`src/rtl/constraint_sampler_if.sv`:
```
// Candidate/result bus to the constraint checker plus the sample output handshake.
// sample_valid/sample_ready: a sample transfers on any rising edge where both are high; once raised,
// sample_valid and sample_data hold steady until that transfer (only rst may drop them early).
interface constraint_sampler_if #(
   parameter int WIDTH = 64
) ();
   logic [WIDTH-1:0] cand;
   logic             sat;
   logic             sample_valid;
   logic             sample_ready;
   logic [WIDTH-1:0] sample_data;

   modport master (
      output cand,
      output sample_valid,
      output sample_data,
      input  sat,
      input  sample_ready
   );

   modport slave (
      input  cand,
      input  sample_valid,
      input  sample_data,
      output sat,
      output sample_ready
   );
endinterface

```
`src/rtl/constraint_sampler.sv`:
```
// LFSR-driven rejection sampler feeding a combinational constraint checker.
// Define CONSTRAINT_SAMPLER_STATS_EN to build the saturating accept/reject counters.
module constraint_sampler #(
   parameter int          WIDTH     = 64,
   parameter int          MAX_TRIES = 1024,
   parameter logic [63:0] SEED      = 64'h0000_0000_0000_0001
) (
   input  logic                  clk,
   input  logic                  rst,
   input  logic                  start,
   input  logic                  seed_load,
   input  logic [63:0]           seed_in,
   constraint_sampler_if.master  bus,
   output logic [15:0]           tries,
   output logic                  busy,
   output logic                  fail,
   output logic [31:0]           acc_cnt,
   output logic [31:0]           rej_cnt,
   output logic [2:0]            dbg_state
);

   typedef enum logic [2:0] {
      S_IDLE  = 3'd0,
      S_GEN   = 3'd1,
      S_CHECK = 3'd2,
      S_HOLD  = 3'd3,
      S_FAIL  = 3'd4
   } state_t;

   // Galois taps for x^64+x^63+x^61+x^60+1 in right-shift form.
   localparam logic [63:0] TAPS  = 64'hD800_0000_0000_0000;
   localparam logic [15:0] MAX_T = 16'(MAX_TRIES);

   state_t           state, state_next;
   logic [63:0]      lfsr;
   logic [63:0]      lfsr_step;
   logic [WIDTH-1:0] cand_q;
   logic [WIDTH-1:0] data_q;
   logic             valid_q;
   logic             load_seed, begin_req, accept, reject, handshake;

   assign lfsr_step = {1'b0, lfsr[63:1]} ^ (lfsr[0] ? TAPS : 64'h0);

   always_ff @(posedge clk) begin
      if (rst) state <= S_IDLE;
      else     state <= state_next;
   end

   always_comb begin
      state_next = state;
      load_seed  = 1'b0;
      begin_req  = 1'b0;
      accept     = 1'b0;
      reject     = 1'b0;
      handshake  = 1'b0;
      case (state)
         S_IDLE: begin
            if (seed_load) begin
               load_seed = 1'b1;
            end else if (start) begin
               begin_req  = 1'b1;
               state_next = S_GEN;
            end
         end
         S_GEN:   state_next = S_CHECK;
         S_CHECK: begin
            if (bus.sat) begin
               accept     = 1'b1;
               state_next = S_HOLD;
            end else begin
               reject     = 1'b1;
               state_next = (tries + 16'd1 == MAX_T) ? S_FAIL : S_GEN;
            end
         end
         S_HOLD: begin
            if (valid_q && bus.sample_ready) begin
               handshake  = 1'b1;
               state_next = S_IDLE;
            end
         end
         S_FAIL:  state_next = S_IDLE;
         default: state_next = S_IDLE;
      endcase
   end

   // fail is registered off the FAIL state, so the pulse lands the cycle after FAIL.
   always_ff @(posedge clk) begin
      if (rst) begin
         lfsr    <= SEED;
         cand_q  <= '0;
         data_q  <= '0;
         valid_q <= 1'b0;
         tries   <= '0;
         fail    <= 1'b0;
      end else begin
         fail <= (state == S_FAIL);
         if (load_seed) lfsr <= (seed_in == 64'h0) ? SEED : seed_in;
         if (begin_req) tries <= '0;
         if (state == S_GEN) begin
            lfsr   <= lfsr_step;
            cand_q <= lfsr_step[WIDTH-1:0];
         end
         if (accept) begin
            data_q  <= cand_q;
            valid_q <= 1'b1;
         end
         if (reject)    tries   <= tries + 16'd1;
         if (handshake) valid_q <= 1'b0;
      end
   end

`ifdef CONSTRAINT_SAMPLER_STATS_EN
   logic [31:0] acc_q, rej_q;

   always_ff @(posedge clk) begin
      if (rst) begin
         acc_q <= '0;
         rej_q <= '0;
      end else begin
         if (accept && acc_q != 32'hFFFF_FFFF) acc_q <= acc_q + 32'd1;
         if (reject && rej_q != 32'hFFFF_FFFF) rej_q <= rej_q + 32'd1;
      end
   end

   assign acc_cnt = acc_q;
   assign rej_cnt = rej_q;
`else
   assign acc_cnt = '0;
   assign rej_cnt = '0;
`endif

   assign bus.cand         = cand_q;
   assign bus.sample_valid = valid_q;
   assign bus.sample_data  = data_q;
   assign busy             = (state != S_IDLE);
   assign dbg_state        = state;

endmodule
```
`src/flat_wrapper.sv`:
```
// flat-port wrapper written by rule: the top's interface ports become plain ports
module constraint_sampler_flat 
#(
   parameter int          WIDTH     = 64,
   parameter int          MAX_TRIES = 1024,
   parameter logic [63:0] SEED      = 64'h0000_0000_0000_0001
)
  (clk, rst, start, seed_load, seed_in, tries, busy, fail, acc_cnt, rej_cnt, dbg_state, bus_cand, bus_sample_valid, bus_sample_data, bus_sat, bus_sample_ready);
  constraint_sampler_if #(.WIDTH(WIDTH)) bus_i ();
  input  logic clk;
  input  logic rst;
  input  logic start;
  input  logic seed_load;
  input  logic [63:0] seed_in;
  output logic [15:0] tries;
  output logic busy;
  output logic fail;
  output logic [31:0] acc_cnt;
  output logic [31:0] rej_cnt;
  output logic [2:0] dbg_state;
  output wire logic [$bits(bus_i.cand)-1:0] bus_cand;
  output wire logic [$bits(bus_i.sample_valid)-1:0] bus_sample_valid;
  output wire logic [$bits(bus_i.sample_data)-1:0] bus_sample_data;
  input wire logic [$bits(bus_i.sat)-1:0] bus_sat;
  input wire logic [$bits(bus_i.sample_ready)-1:0] bus_sample_ready;
  assign bus_cand = bus_i.cand;
  assign bus_sample_valid = bus_i.sample_valid;
  assign bus_sample_data = bus_i.sample_data;
  assign bus_i.sat = bus_sat;
  assign bus_i.sample_ready = bus_sample_ready;
  constraint_sampler #(.WIDTH(WIDTH), .MAX_TRIES(MAX_TRIES), .SEED(SEED)) u_core (.clk(clk), .rst(rst), .start(start), .seed_load(seed_load), .seed_in(seed_in), .bus(bus_i), .tries(tries), .busy(busy), .fail(fail), .acc_cnt(acc_cnt), .rej_cnt(rej_cnt), .dbg_state(dbg_state));
endmodule
```
`config.mk`:
```
export PLATFORM = sky130hd
export DESIGN_NAME = constraint_sampler_flat
export DESIGN_NICKNAME = d
export VERILOG_FILES = /design/src/rtl/constraint_sampler_if.sv /design/src/rtl/constraint_sampler.sv /design/src/flat_wrapper.sv
export SDC_FILE = /design/constraint.sdc
export NUM_CORES = 1
export LEC_CHECK = 0
export CORE_MARGIN = 2
export CORE_UTILIZATION = 50
export CTS_CLUSTER_SIZE = 12
export DETAILED_ROUTE_END_ITERATION = 12
export GPL_ROUTABILITY_DRIVEN = 1
export HOLD_SLACK_MARGIN = 0.02
export PLACE_DENSITY = 0.94
export RECOVER_POWER = 50
export SYNTH_ARGS = -nofsm -noshare
export SYNTH_HDL_FRONTEND = slang
export SYNTH_SLANG_ARGS = --single-unit
```
`constraint.sdc`:
```
create_clock -name clk -period 3.45 [get_ports clk]
set_clock_uncertainty 0.05 [all_clocks]
set_input_delay 0.69 -clock clk [delete_from_list [all_inputs] [get_ports clk]]
set_output_delay 0.69 -clock clk [all_outputs]
set_load 0.03 [all_outputs]
```
==> flow_summary.yaml <==
critical_path:
  critPathRequiredTime_ps: 3820
  arrival_ps: 3300
  crit_type: "in -> reg"
  rrSetupSlack_ps: 660
  cp_max_fo: 33
  reg2reg_depth: 5
  cp-end-kind: "register"
  r2r_start: "u_core.dbg_state[1]$_SDFFE_PP0P_"
  rr_endpoint: "u_core.bus.sample_data[33]$_SDFFE_PP0P_"
  start_kind: "primary input"
yosys:
  avgSynthCellArea_um2: 7.83
  ys_ff_latch: 213
  async_flop_share: 0
  ys_types: 46
  synth.largest_area_cell: "dfxtp_1"
  syn_inst: 1095
  synth_edf_count: 0
  yosysMostFrequentCell: "nand2_1"
  synth.area.top_cells: "dfxtp_1 (50%), nand2_1 (17%), a21oi_1 (8.4%)"
  synthTopCellsByCount: "nand2_1 (383), dfxtp_1 (213), a21oi_1 (143), buf_4 (64), a31oi_1 (63)"
  synth_top_cell_area_share: 0.498
  yosysWarnings: 0
  synth_flop_cell: "dfxtp_1"
  seq_area_frac_synth: 0.498
  synth_area_um2: 8570
worst_hold_path:
  hp-class: "reg -> reg"
  hold_end: "u_core.bus.sample_data[62]$_SDFFE_PP0P_"
  holdPathStages: 2
  min-delay-start: "u_core.bus.sample_data[62]$_SDFFE_PP0P_"
power:
  net-switching-power_uw: 1410
  ir_drop_uv: 360
  p_sw_frac: 0.256
  seqPwrFrac: 0.473
  p_leak_uw: 0.00411
  intPower_uw: 4090
  p_clk_frac: 0.417
  power_density_nw_per_um2: 489
  power_frac_comb: 0.110
sta:
  worst_slew_pin_slew_ps: 1680
  finalHoldViolations: 0
  final.min_clock_period_ps: 2920
  finalCritPeriodShare: 0.847
  drv_slew: 34
  max_freq_mhz: 342
  rsz0062_at_grt: "no"
  holdWs_ps: 400
  setup_viol: 0
  slew-limit-headroom: -0.121
  fin_ws_ps: 528
  fin_tns_setup_ps: 0
final_layout:
  nets: 1343
  diodes: 0
  nFillCells: 1328
  fin_util: 0.676
  area_delta_synth_final_pct: 31.4
  drive_gt1_frac: 0.0405
clock_tree:
  post_cts_resized: 0
  cts_root_buffer: "clkbuf_16"
  clk_transition_reported_paths_ps: 60
  postCtsHoldBufs: 0
  cts_tree: "done"
  postCtsSetupBuffers: 0
  clock_sinks: 213
  worstSkewPairLatency_ps: 500
  cts_buffers: 23
  htreeDepth: 1
  clock_path_buffers: 3
die:
  io-pin-count: 284
  dieWidth_um: 135
  die-area_um2: 18200
  die_y_um: 135
  start_util: 0.515
  core-area_um2: 16600
  num_rows: 47
route:
  wl_met1_um: 9480
  viasPerCell: 5.36
  wl_per_cell_um: 15.8
  dr_total_vias: 8068
  drt-total-wl_um: 23700
  detail_route.first_pass.iterations: 5
  drc: 0
  top_layer: "met4"
  ant_nets: 0
  drt_iter0_drc: 515
  wl_met2_um: 11900
  met3_wirelength_um: 1690
global_routing:
  grt_pass1_wl_um: 37500
  grt_use_total: 0.252
  first_global_vias: 7544
  antenna_found_initial: 0
  grt_max_degree: 152
  gr-total-overflow: 0
placed_design:
  gp_congestion: 0.847
  post-dp-hpwl_um: 16400
  io_buffers: 219
  dp_slack_ps: 681
run:
  cap_viol_max_count: 1
run_status:
  violations: "max-capacitance violations, max-slew violations"
  outcome: "finished with violations"
[worst max-delay path by stage]
stage / startpoint / to / slack (ps) / cells after the start
2_1_floorplan: u_core.tries[0]$_SDFFE_PP0P_ / u_core.dbg_state[0]$_SDFFE_PP0P_ / 1370 / 8
6_report: bus_sat / u_core.bus.sample_data[33]$_SDFFE_PP0P_ / 530 / 5
4_1_cts: u_core.dbg_state[0]$_SDFFE_PP0P_ / busy / 800 / 3
5_1_grt: bus_sat / u_core.bus.sample_data[54]$_SDFFE_PP0P_ / 410 / 5
3_5_place_dp: bus_sat / u_core.tries[3]$_SDFFE_PP0P_ / 680 / 5
3_3_place_gp: bus_sat / u_core.tries[7]$_SDFFE_PP0P_ / 740 / 5
[layout by cell type (no fill, tap or decap), drive strengths merged, types with 3 or more instances in the layout]
| cell | n |
|---|---|
| or3 | 4 |
| nand4 | 11 |
| nand3 | 7 |
| and4 | 3 |
| a31oi | 63 |
| nor2 | 26 |
| and3 | 5 |
| dfxtp | 213 |
| buf | 11 |
| conb | 64 |
| dlygate4sd3 | 61 |
| xnor2 | 5 |
| nand2 | 383 |
| inv | 5 |
| o21ai | 9 |
| nor2b | 4 |
| nor3 | 8 |
| clkbuf | 38 |
| a311oi | 4 |
| nor4 | 21 |
| clkdlybuf4s50 | 157 |
| a211oi | 11 |
| a21oi | 143 |
| and2 | 5 |
[per-stage QoR]
| step | total power [µW] | std cells | cell area [µm²] |
|---|---|---|---|
| final | 5500 | 1504 | 11300 |
| after global routing | 5700 | 1504 | 11300 |
| after CTS | 5540 | 1504 | 11300 |
| after global placement | 3240 | 1466 | 10600 |
| after floorplan | 3090 | 1158 | 8810 |
| after detailed placement | 3260 | 1466 | 10600 |
[final cells by class]
class	instances	area [µm²]	share of cell area
sequential	213	4260	0.379
multi-input combinational	797	3720	0.330
timing repair buffer	232	2280	0.203
clock buffer	35	681	0.0605
tap	220	275	0.0245
clock inverter	3	22.5	0.00200
inverter	4	15.0	0.00133
[power by group through the flow]
| stage | Clock, µW | Sequential, µW | Combinational (µW) |
|---|---|---|---|
| CTS | 2330 | 2600 | 607 |
| global route | 2430 | 2610 | 657 |
| floorplan | 0 | 2680 | 405 |
| global placement | 0 | 2650 | 593 |
| finish | 2290 | 2600 | 605 |
| detailed placement | 0 | 2650 | 605 |
[cell families after synthesis]
logic type                 Yosys count  share of synthesized area
xor gates and xnor gates             6                    0.00613
buffers and inverters              148                     0.0980
AOI/OAI and AO/OA                  241                      0.160
DFF                                213                      0.498
other                                1                   0.000438
adders and majority gates            2                    0.00292
and+or+nand+nor                    484                      0.235
[critical path, stage by stage]
cell and delay, ps:
dlygate4sd3_1 700, and3_2 260, clkbuf_1 1210, nand2_1 210
a21oi_1 190
[flip-flops by register name (all words and copies together), names as in the netlist]
signal and flops:
u_core.bus.cand 64, u_core.bus.sample_data 64, u_core.bus.sample_valid 1, u_core.dbg_state 3, u_core.fail 1, u_core.lfsr 64
u_core.tries 16
[routing by layer]
| metal | track usage | vias to the layer above |
|---|---|---|
| li1 | - | 3923 |
| met4 | 0.0825 | 0 |
| met2 | 0.437 | 340 |
| met5 | 0 | - |
| met1 | 0.315 | 3758 |
| met3 | 0.0484 | 47 |
No activity file was read; power rests on OpenSTA's default activity.
